`config.mk`:
```
export PLATFORM = sky130hd
export DESIGN_NAME = instruction_fetch_unit
export DESIGN_NICKNAME = d
export VERILOG_FILES = /design/src/rtl/instruction_fetch_unit.sv
export SDC_FILE = /design/constraint.sdc
export NUM_CORES = 1
export LEC_CHECK = 0
export ABC_CLOCK_PERIOD_IN_PS = 13850
export CAP_MARGIN = 15
export CORE_ASPECT_RATIO = 1.2
export CORE_MARGIN = 2
export CORE_UTILIZATION = 55
export DETAILED_ROUTE_END_ITERATION = 7
export PLACE_DENSITY_LB_ADDON = 0.25
export SYNTH_ARGS = -nofsm -noshare
export SYNTH_HDL_FRONTEND = slang
export SYNTH_SLANG_ARGS = --single-unit
export TNS_END_PERCENT = 1
```
`constraint.sdc`:
```
create_clock -name CLK -period 13.85 [get_ports CLK]
set_input_delay 2.0775 -clock CLK [delete_from_list [all_inputs] [get_ports CLK]]
set_output_delay 2.0775 -clock CLK [all_outputs]
set_load 0.02 [all_outputs]
```
`src/rtl/instruction_fetch_unit.sv`:
```
// Fetch stage for a read-only instruction memory. Owns the PC and drives
// Address. Each returned word is captured with its PC into a 2-entry queue.
// The queue head goes to decode over a valid/ready handshake. Redirects and
// exceptions flush the queue and retarget the PC.
//
// Handshake: a deq happens on a rising edge where InstrValid && InstrReady.
// The producer (this block) holds Instr/InstrPC stable while InstrValid is
// high and not accepted. A new word is enqueued on an edge when the queue has
// room, or when it is full and a deq frees a slot on that same edge.
module instruction_fetch_unit #(
  parameter logic [31:0] ResetVector     = 32'h00000000,
  parameter logic [31:0] ExceptionVector = 32'hF0000000
) (
  input  logic        CLK,
  input  logic        Reset,
  output logic [31:0] Address,
  input  logic [31:0] Data,
  input  logic        Redirect,
  input  logic [31:0] RedirectPC,
  input  logic        Exception,
  output logic [31:0] Instr,
  output logic [31:0] InstrPC,
  output logic        InstrValid,
  input  logic        InstrReady,
  output logic [31:0] FetchCount
);

  logic [31:0] r_pc;
  logic [31:0] r_fifo_pc   [0:1];
  logic [31:0] r_fifo_word [0:1];
  logic        r_head;
  logic        r_tail;
  logic [1:0]  r_count;
  logic [31:0] r_fetch_count;

  logic        w_deq;
  logic        w_enq;
  logic        w_flush;
  logic [31:0] w_redirect_pc;

  // The low two bits of a redirect target are ignored, so the PC stays
  // word-aligned.
  assign w_redirect_pc = RedirectPC & 32'hFFFF_FFFC;

  assign InstrValid = (r_count != 2'd0);
  assign w_deq      = InstrValid && InstrReady;
  assign w_flush    = Exception || Redirect;
  assign w_enq      = (r_count != 2'd2) || w_deq;

  assign Address    = r_pc;
  assign Instr      = r_fifo_word[r_head];
  assign InstrPC    = r_fifo_pc[r_head];
  assign FetchCount = r_fetch_count;

  // PC, queue, and handshake counter. A flush discards the word fetched
  // this cycle, but a deq on the same edge still completes and is counted.
  always_ff @(posedge CLK or posedge Reset) begin
    if (Reset) begin
      r_pc           <= ResetVector;
      r_fifo_pc[0]   <= 32'h0;
      r_fifo_pc[1]   <= 32'h0;
      r_fifo_word[0] <= 32'h0;
      r_fifo_word[1] <= 32'h0;
      r_head         <= 1'b0;
      r_tail         <= 1'b0;
      r_count        <= 2'd0;
      r_fetch_count  <= 32'h0;
    end else begin
      if (w_deq) begin
        r_fetch_count <= r_fetch_count + 32'd1;
      end
      if (Exception) begin
        r_pc    <= ExceptionVector;
        r_head  <= 1'b0;
        r_tail  <= 1'b0;
        r_count <= 2'd0;
      end else if (Redirect) begin
        r_pc    <= w_redirect_pc;
        r_head  <= 1'b0;
        r_tail  <= 1'b0;
        r_count <= 2'd0;
      end else begin
        if (w_enq) begin
          r_fifo_pc[r_tail]   <= r_pc;
          r_fifo_word[r_tail] <= Data;
          r_tail              <= ~r_tail;
          r_pc                <= r_pc + 32'd4;
        end
        if (w_deq) begin
          r_head <= ~r_head;
        end
        r_count <= r_count + {1'b0, w_enq} - {1'b0, w_deq};
      end
    end
  end

  // w_flush is only a readable summary for checkers; the priority chain
  // above decides what actually happens.
  logic w_unused;
  assign w_unused = w_flush;

endmodule

```
==> impl_results.md <==
* P per Cell Area at 136 nW/um2
* Outcome: finished clean
* Largest net degree at the start of global routing at 106
* Area Overhead vs Synth at 30.8%
* Worst r2r path cells at 4
* Unrepaired setup endpoints after global routing: no
* Clk Latency, worst-skew pair at 0.43 ns
* H-tree Lvls at 4
* Setup ws final at 8.97 ns
* Mean Syn Cell Area at 12.4 um2
* DR WL met2 at 11100 um
* IR drop worst, VDD at 0.0000873 V
* CTS buffer count at 17
* Die ar. at 17300 um2
* Skew final at 0.0102 ns
* Critical path startpoint category: primary input
* PostCTS Resize Cnt at 0
* Post-synth cell types at 54
* Max transition margin at 24.8%
* Via density per instance at 5.88
* Placed Area at 11000 um2
* Die span in y at 144 um
* Tmin final at 4.88 ns
* YS warnings at 0
* Core box area at 16100 um2
* Row cnt at 51
* Fmax at 205 MHz
* Synth area leader: dfrtp_1
* Seq cells post-synth at 190
* DRT iter0 DRCs at 364
* Met3 WL at 1200 um
* Mapped Area at 8960 um2
* Hold Crit Depth at 2
* Actual slew at the worst max-slew pin at 1.13 ns
* Data required time at the worst endpoint at 14.16 ns
* Uppermost layer routed: met4
* Fin util at 72.9%
* Fin area at 11700 um2
* Final setup vio count at 0
* Layout cells sized above 1 at 25.8%
* Top_reg_cell synth: dfrtp_1
* Hold Path Sink: r_fifo_pc[29]
* Global-route wire length before repair at 35300 um
* Internal reg-to-reg setup slack at 11.05 ns
* Clock transition at path regs at 0.06 ns
* WL/cell at 19.2 um
* Hold crit path type: reg -> reg
* CP Data Arrival Time at 5.19 ns
* Post-synth ARST share at 100%
* Crit Path Class: in -> reg
* Setup WS pre-CTS at 8.47 ns
* R2r endpoint: r_fifo_pc[61]
* Detail Placement HPWL at 14100 um
* Total congestion overflow at 0
* DR vias at 6598
* Chip width at 121 um
* Gr usage total at 25.9%
* Yosys top cell area share at 53.0%
* Reg2reg start: r_count[1]
* Postcts setup bufs at 0
* Io pins at 198
* Most frequent cell after synthesis: dfrtp_1
* Pwr Total at 1.60 mW
* M1 WL at 8910 um
* Register area share after synthesis at 53.0%
* Number of global-route vias before repair at 6853
* CTS tree: yes
* Max Cap Viol at 0
* Initial antenna violation count at 1
* Hold Buf Count CTS at 0
* Fillcell total at 1131
* Max Slew Vio Count at 0
* Multi-input gate area at 3970 um2
* Critical Path Fanout Max at 42
* Final hold viol count at 0
* Number of port buffers at 191
* Bufs on Longest Clock Path at 2
* Initial Util at 55.8%
* GP Congestion at 0.794
* # clock sinks at 190
* Fin crit share at 35.2%
* Hold path start: r_fifo_pc[29]
* Drt drc at 0
* Total Routed Length at 21600 um
* Nets at 970
* First drt pass iteration count at 5
* TNS Setup at 0 ns
* LEAKAGE at 4.82 nW
* Mapped Cells at 721
* Synth top area cells: dfrtp_1 53%, mux2_2 23%, xnor2_1 3.6%, nand4_1 1.7%, nor2_1 1.4%
* Post-synth EDFFs at 0
* CTS root buf: clkbuf_16
* Antenna Nets Post-Route at 0
* Register Area at 4760 um2
* Most common library cells after synthesis: 190 x dfrtp_1, 183 x mux2_2, 37 x xnor2_1
* Critical Path End Type: flop
## final cells by class
| cell class | instances | share of cell area, % |
|---|---|---|
| Clock buffer | 18 | 3.66 |
| Sequential cell | 190 | 40.6 |
| Clock inverter | 13 | 1.83 |
| Inverter | 19 | 0.672 |
| Antenna cell | 1 | 0.0213 |
| Multi-Input combinational cell | 469 | 33.9 |
| Tap cell | 212 | 2.26 |
| Timing Repair Buffer | 201 | 17.1 |
## state kept, by name (all words and copies together), names as in the netlist
name,cells
r_count,2
Address,30
r_fifo_word,64
FetchCount,32
r_head,1
r_tail,1
r_fifo_pc,60
## metal layers
metal	up-vias	GRT usage, %
li1	2987	-
met1	3367	32.3
met2	212	44.0
met3	32	6.11
met4	0	9.36
met5	-	0
## worst max path at each step
stage / startpoint / end / slack (ns)
after global routing: Redirect / r_fifo_pc[57] / 8.81
after CTS: Redirect / r_fifo_word[35] / 8.93
after global placement: Redirect / r_fifo_pc[55] / 8.55
final: Redirect / r_fifo_pc[61] / 8.97
after detailed placement: Redirect / r_fifo_word[37] / 8.47
after floorplan: Reset / Address[10] / 6.60
## kinds of logic after synthesis
kind of cell             Yosys count  synth area share (%)
adder cells (fa/ha/maj)            3                 0.419
other                              1                0.0418
AO/OA/AOI/OAI                     60                  5.19
multiplexers                     184                  23.1
AND/OR/NAND/NOR                  175                  10.9
flip-flops                       190                  53.0
XOR/XNOR                          43                  4.20
buffers and inverters             65                  3.14
## power by group
group	leakage (nW)	switching [mW]	total [mW]	internal [mW]
sequential	2.38	0.0603	0.704	0.644
combinational	2.13	0.161	0.360	0.198
clock	0.307	0.213	0.534	0.321
## critical path: stages
cell and delay (ns):
clkdlybuf4s50_1 0.40, buf_4 0.25, or2_2 0.44, nor3_4 0.93, buf_4 0.64, mux2_2 0.40
## metrics by stage
| stage | hold slack [ns] | instances |
|---|---|---|
| after detailed placement | 0.470 | 1089 |
| after global placement | 0.458 | 1089 |
| final | 0.482 | 1123 |
| after global routing | 0.511 | 1123 |
| after floorplan | 0.444 | 724 |
| after CTS | 0.484 | 1120 |
## cells in the final DEF, fill, tap and decap left out, types with 8 or more instances in the layout
cell type	n
nor2_1	34
a2111oi_0	8
xnor2_1	37
and3_1	9
clkdlybuf4s50_1	191
dfrtp_1	189
inv_1	18
clkbuf_16	17
or3_1	8
nand3_1	14
buf_4	8
nand4_1	25
a211oi_1	10
and4_1	11
nand2_1	30
mux2_2	183
nor4_1	12
a311oi_1	11
(Power assumes the default switching activity.)
